--- config.mk ---
export PLATFORM = sky130hd
export DESIGN_NAME = uart_loader
export DESIGN_NICKNAME = d
export VERILOG_FILES = /design/src/rtl/uart_loader.sv
export SDC_FILE = /design/constraint.sdc
export NUM_CORES = 1
export LEC_CHECK = 0
export ABC_AREA = 1
export BUFFER_PORTS_ARGS = -buffer_cell sky130_fd_sc_hd__buf_2
export CAP_MARGIN = 20
export CORE_MARGIN = 2
export CORE_UTILIZATION = 53
export CTS_BUF_LIST = sky130_fd_sc_hd__clkbuf_4
export DETAILED_ROUTE_END_ITERATION = 8
export HOLD_SLACK_MARGIN = 0.03
export PLACE_DENSITY_LB_ADDON = 0.3
export SLEW_MARGIN = 5
export SYNTH_ARGS = -nofsm -noshare
export SYNTH_HDL_FRONTEND = slang
export SYNTH_SLANG_ARGS = --single-unit
--- constraint.sdc ---
create_clock -name clk -period 7.4 [get_ports clk]
set_input_delay 2.22 -clock clk [delete_from_list [all_inputs] [get_ports clk]]
set_output_delay 2.22 -clock clk [all_outputs]
set_load 0.005 [all_outputs]
--- src/rtl/uart_loader.sv ---
// Boot loader: assembles a little-endian word count and instruction words from the
// UART byte stream, writes them to instruction memory from address 0, then sends an ack byte.
module uart_loader #(
  parameter int          ADDR_WIDTH = 14,
  parameter logic [7:0]  ACK_BYTE   = 8'hAA
) (
  input  logic                  clk,
  input  logic                  rst,
  input  logic                  start,
  input  logic [7:0]            rx_data,
  input  logic                  rx_valid,
  input  logic                  rx_ferr,
  output logic                  mem_we,
  output logic [ADDR_WIDTH-1:0] mem_addr,
  output logic [31:0]           mem_wdata,
  output logic [7:0]            tx_data,
  output logic                  tx_start,
  input  logic                  tx_busy,
  output logic                  busy,
  output logic                  done,
  output logic                  err,
  output logic [ADDR_WIDTH:0]   words_loaded
);

  localparam logic [32:0] MAX_WORDS = 33'd1 << ADDR_WIDTH;

  typedef enum logic [2:0] {IDLE, LEN, DATA, ACK, DONE, ERR} state_t;

  state_t                state_q, state_d;
  logic [1:0]            byte_cnt_q, byte_cnt_d;
  logic [31:0]           word_q, word_d;
  logic [ADDR_WIDTH:0]   len_q, len_d;
  logic [ADDR_WIDTH:0]   loaded_d;
  logic                  mem_we_d;
  logic [ADDR_WIDTH-1:0] mem_addr_d;
  logic [31:0]           mem_wdata_d;
  logic                  tx_start_d;
  logic                  busy_d, done_d, err_d;
  logic [31:0]           assembled;
  logic [ADDR_WIDTH:0]   next_count;
  logic                  accept, ferr_hit;

  assign accept     = rx_valid & ~rx_ferr;
  assign ferr_hit   = rx_valid & rx_ferr;
  assign next_count = words_loaded + {{ADDR_WIDTH{1'b0}}, 1'b1};

  always_ff @(posedge clk or posedge rst) begin
    if (rst) begin
      state_q      <= IDLE;
      byte_cnt_q   <= 2'd0;
      word_q       <= 32'd0;
      len_q        <= '0;
      words_loaded <= '0;
      mem_we       <= 1'b0;
      mem_addr     <= '0;
      mem_wdata    <= 32'd0;
      tx_start     <= 1'b0;
      tx_data      <= ACK_BYTE;
      busy         <= 1'b0;
      done         <= 1'b0;
      err          <= 1'b0;
    end else begin
      state_q      <= state_d;
      byte_cnt_q   <= byte_cnt_d;
      word_q       <= word_d;
      len_q        <= len_d;
      words_loaded <= loaded_d;
      mem_we       <= mem_we_d;
      mem_addr     <= mem_addr_d;
      mem_wdata    <= mem_wdata_d;
      tx_start     <= tx_start_d;
      tx_data      <= ACK_BYTE;
      busy         <= busy_d;
      done         <= done_d;
      err          <= err_d;
    end
  end

  always_comb begin
    state_d     = state_q;
    byte_cnt_d  = byte_cnt_q;
    word_d      = word_q;
    len_d       = len_q;
    loaded_d    = words_loaded;
    mem_we_d    = 1'b0;
    mem_addr_d  = mem_addr;
    mem_wdata_d = mem_wdata;
    tx_start_d  = 1'b0;
    assembled   = word_q;
    assembled[{byte_cnt_q, 3'b000} +: 8] = rx_data;

    case (state_q)
      IDLE, DONE, ERR: begin
        if (start) begin
          state_d    = LEN;
          byte_cnt_d = 2'd0;
          word_d     = 32'd0;
          loaded_d   = '0;
        end
      end
      LEN: begin
        if (ferr_hit) begin
          state_d = ERR;
        end else if (accept) begin
          word_d     = assembled;
          byte_cnt_d = byte_cnt_q + 2'd1;
          if (byte_cnt_q == 2'd3) begin
            if (assembled == 32'd0) begin
              state_d = ACK;
            end else if ({1'b0, assembled} > MAX_WORDS) begin
              state_d = ERR;
            end else begin
              len_d   = assembled[ADDR_WIDTH:0];
              state_d = DATA;
            end
          end
        end
      end
      DATA: begin
        if (ferr_hit) begin
          state_d = ERR;
        end else if (accept) begin
          word_d     = assembled;
          byte_cnt_d = byte_cnt_q + 2'd1;
          // The 2-bit counter wraps to 0 on the 4th byte, ready for the next word.
          if (byte_cnt_q == 2'd3) begin
            mem_we_d    = 1'b1;
            mem_addr_d  = words_loaded[ADDR_WIDTH-1:0];
            mem_wdata_d = assembled;
            loaded_d    = next_count;
            if (next_count == len_q) state_d = ACK;
          end
        end
      end
      ACK: begin
        if (!tx_busy) begin
          tx_start_d = 1'b1;
          state_d    = DONE;
        end
      end
      default: state_d = IDLE;
    endcase

    busy_d = (state_d == LEN) || (state_d == DATA) || (state_d == ACK);
    done_d = (state_d == DONE);
    err_d  = (state_d == ERR);
  end

endmodule

# == Word level (Yosys, flattened, before mapping) ==
# Index checks and enable logic that the tools add are counted.
# word_totals
regBits,118
input_bits,14
elab_cells,86
# classes
add_sub_neg,3
magnitude_cmp,1
eq_ne,18
shifts,2
n_mux,32
n_bitwise,6
reduce_logical,12
# op_table
cell,count
$mux 32,3
$pmux 32 s2,1
$mux 15,4
$mux 3,11
$bwmux 32,1
$gt 32x15->1 const B,1
$logic_not 32->1,1
$shift 8x7->32 const A,1
$shiftx 8x7->32,1
$pmux 15 s2,1
$add 15x1->15 const B,1
$eq 15x15->1,1
$eq 3x2->1 const B,4
$eq 3x3->1 const B,4
$pmux 3 s4,1
$ne 2x2->1 const B,5
$reduce_and 4->1,2
$neg 5->7,1
$eq 3x1->1 const B,2
$mux 1,6
$mux 2,3
$reduce_and 6->1,1
$reduce_and 5->1,1
$not 1->1,4
other kinds (10),13

# == Longest topological paths before layout ==
# depth
word_depth,13
mapped_depth,21
mapped_depth_nobuf,21

# == Worst setup path before layout ==
# Ideal clock, no wire load.
# synth_path
path_type,input to register
start,input port rx_ferr
end,register mem_wdata[26]
setup_ps,133
arrival_ps,3370
slack_ps,3897
cell_stages,10
cell_sequence,inv_1 nand2_1 nor2_1 inv_1 nor2_2 inv_1 buf_2 clkbuf_1 nand2_1 o21ai_0
# synth_via
elab_chain_len,3
# synth_lines
item,line_no,source
start: declaration,12,"input logic rx_ferr,"
$and 1x1->1 / $not 1->1 (equally long branches),"44, 43",
$not 1->1 (no source line) / $and 1x1->1 (equally long branches),n/a,
$reduce_and 4->1 (no source line) *,n/a,
end signal: assignment,70,mem_wdata <= mem_wdata_d;
end: declaration,15,"output logic [31:0] mem_wdata,"
# Mark *: on every way between the ends. The rest lies on a longest branch, timed or not.
# A chain may end at the register's enable or synchronous reset.

# == Worst setup path after layout ==
# layout_path
start,input port rx_ferr
end,register words_loaded[0]
# layout_via
elab_chain_len,4
# layout_lines
item,line_no,source
$not 1->1,43,assign accept = rx_valid & ~rx_ferr;
$and 1x1->1,43,
$ne 2x2->1 (no source line),n/a,
$reduce_and 5->1 (no source line) *,n/a,
end signal: assignment,67,words_loaded <= loaded_d;
end: declaration,22,output logic [ADDR_WIDTH:0] words_loaded
# Marks and branches as above.

==> impl_metrics.py <==
metrics = {
    "status": {
        "status": "completed",
    },
    "worst_setup_path": {
        "crit_required_ns": 7.85,
        "arrival_ns": 4.27,
        "slowest_stage": "nor2_2",
        "cp_slowest_stage_delay_ns": 0.39,
        "worstPathMaxFanout": 77,
        "setup.worst_path.class": "in2reg",
        "path_cells": "buf_2, inv_1, nand2_1, nor2_1, inv_1, nor2_2, inv_2, buf_4, nor2_1, o21bai_1",
        "startpoint": "rx_ferr",
        "critPathCaptureType": "flop",
        "worst_setup_path_start_kind": "primary input",
        "reg2reg_from": "byte_cnt_q[0]",
    },
    "floorplanning": {
        "core_mm2": 0.01079,
        "io_pins": 88,
        "die_area_mm2": 0.01188,
        "core.rowCount": 38,
        "die_x_um": 109.0,
        "start_util_pct": 54.15,
        "die_h_um": 109.0,
    },
    "cts": {
        "cts_tree": "built",
        "cts_buffers": 17,
        "cts.sinks": 118,
        "cts_resized": 0,
        "clock_latency_ns": 0.52,
        "cts.path.max_buffers": 2,
        "cts_htree_levels": 4,
        "root_buffer": "clkbuf_4",
        "cts_hold_buf": 0,
        "clkSlewWorstSetupHoldPaths_ns": 0.10,
        "cts_setup_buffers": 0,
    },
    "place": {
        "dp_cells": 951,
        "post-dp-hpwl_um": 10050,
        "placed_area_mm2": 0.006311,
        "portBuffers": 79,
        "routabilityCongestion": 0.8992,
    },
    "yosys": {
        "synth_edf_count": 0,
        "synth-async-reset-ratio_pct": 100.0,
        "ys_ff_latch": 118,
        "synth_cell_types": 30,
        "netlist.area_leader.share_pct": 50.52,
        "ys_seq_area_share_pct": 50.52,
        "syn_inst": 752,
        "syn_avg_cell_area_um2": 7.772,
        "syn_area_mm2": 0.005844,
        "ys.flop_type": "dfrtp_1",
        "synth_top_area_cell": "dfrtp_1",
        "synth_warnings": 0,
        "netlist_top_cells_area": "dfrtp_1 51%, nand2_1 13%, inv_1 7.0%, o21ai_0 5.8%, nor2_1 4.6%",
    },
    "pwr": {
        "finalPower_w": 0.001689,
        "seq_power_share_pct": 43.9,
        "clkPwrFrac_pct": 26.3,
        "p_int_w": 0.001069,
        "leakage_nw": 3.361,
        "p_sw_share_pct": 36.70,
        "power.switching_w": 0.0006198,
        "power_density_mw_per_mm2": 256.4,
        "pwr-share-comb_pct": 29.8,
        "ir_worst_vdd_mv": 0.1239,
    },
    "global_route": {
        "grt_max_degree": 78,
        "grt.overflow.total": 0,
        "grt_pass1_vias": 5039,
        "antenna_found_initial": 0,
        "grt_usage_pct": 25.04,
        "grt_pass1_wl_um": 23130,
    },
    "worst_hold_path": {
        "min_from": "mem_addr[7]",
        "hold_path.class": "reg2reg",
    },
    "timing": {
        "period_share_pct": 51.60,
        "final_max_slew_viol_count": 0,
        "fmax_mhz": 261.9,
        "period_minus_slack_ns": 3.818,
        "worst_pin_slew_ns": 0.7653,
        "tns_ns": 0,
        "hold_viol": 0,
        "rsz0062_at_grt": "no",
        "fin_skew_ns": 0.02282,
        "relSlewSlack_pct": 48.98,
        "setup_viol": 0,
    },
    "drt": {
        "drtPass1Iterations": 5,
        "drt-vias-per-instance": 5.271,
        "antenna_left": 0,
        "first_iter_violations": 375,
        "vias": 5181,
        "drc": 0,
        "wl_um": 13940,
        "wl_per_cell_um": 14.18,
    },
    "job": {
        "drv_cap": 0,
    },
    "final_layout": {
        "mostFrequentLayoutCells": "198 x nand2_1, 118 x dfrtp_1, 107 x inv_1, 79 x buf_2, 72 x nor2_1",
        "finalNonFillerCells": 983,
        "area_delta_synth_final_pct": 12.70,
        "nets": 852,
        "drive_gt1_share_pct": 15.30,
        "design_area_mm2": 0.006586,
        "final_common_cell": "nand2_1",
        "final_util_pct": 61.02,
        "diodes": 0,
    },
}
[power by group through the flow]
stage | combinational (W) | sequential, W | clock [W]
after floorplan | 0.000364 | 0.000748 | 0
after global placement | 0.000481 | 0.000751 | 0
after detailed placement | 0.000495 | 0.000754 | 0
after CTS | 0.000497 | 0.000741 | 0.000457
after global routing | 0.000561 | 0.000750 | 0.000485
final | 0.000504 | 0.000741 | 0.000444
[synthesized netlist by cell type (2+ instances only)]
cell type,n
nand2_1,198
dfrtp_1,118
inv_1,109
nor2_1,72
o21ai_0,68
nand3_1,46
o22ai_1,43
buf_2,12
a21oi_1,10
o21ai_1,10
clkbuf_1,9
buf_4,8
nand4_1,8
ha_1,7
nand3b_1,6
nor2_2,5
inv_2,4
nor3_1,3
conb_1,2
nand2_2,2
o21bai_1,2
or2_2,2
[sequential cells by signal, indices dropped and copies added, names as in the netlist]
| name | flops |
|---|---|
| mem_wdata | 32 |
| word_q | 32 |
| len_q | 15 |
| words_loaded | 15 |
| mem_addr | 14 |
| state_q | 3 |
| byte_cnt_q | 2 |
| busy | 1 |
| done | 1 |
| err | 1 |
| mem_we | 1 |
| tx_start | 1 |
[path summary, 6_finish.rpt]
| check | slack, ns | to | cells past startpoint |
|---|---|---|---|
| min | 0.49 | mem_addr[7] | 2 |
| max | 3.58 | words_loaded[0] | 10 |
| max in group asynchronous | 4.32 | mem_wdata[28] | 3 |
| min in group asynchronous | 1.82 | words_loaded[2] | 2 |
| min reg2reg | 0.49 | mem_addr[7] | 2 |
| max reg2reg | 4.44 | len_q[10] | 15 |
[kinds of logic after synthesis]
| logic type | share of synthesized area, % |
|---|---|
| simple gates | 24.60 |
| buf+inv | 9.976 |
| compound gates | 13.12 |
| flops | 50.52 |
| fa+ha+maj | 1.499 |
| other cells | 0.1285 |
| xor+xnor | 0.1499 |
[worst max-delay path: cells and delay by family]
family	cells	cell delay [ns]
and+or+nand+nor	4	0.97
buffers and inverters	5	0.91
AOI/OAI and AO/OA	1	0.13
[per-stage QoR]
step,hold WS (ns),setup slack (ns)
floorplan,0.4530,2.051
global placement,0.4595,2.888
detailed placement,0.4682,2.739
CTS,0.4926,3.270
global route,0.5100,3.404
finish,0.4857,3.582
[routing by layer]
layer / global-route usage (%) / share of wire [%]
met1: 32.21 / 44
met2: 40.24 / 49
met3: 6.097 / 5.0
met4: 10.99 / 2.3
met5: 0 / 0
[cell type report]
type / instances / area (µm²)
Clock inverter: 7 / 80.08
Sequential cell: 118 / 2953
Timing Repair Buffer: 84 / 440.4
Inverter: 113 / 426.7
Multi-Input combinational cell: 497 / 2331
Tap cell: 140 / 175.2
Fill cell: 971 / 4207
Clock buffer: 24 / 180.2
Power figures use the tool's default switching activity.
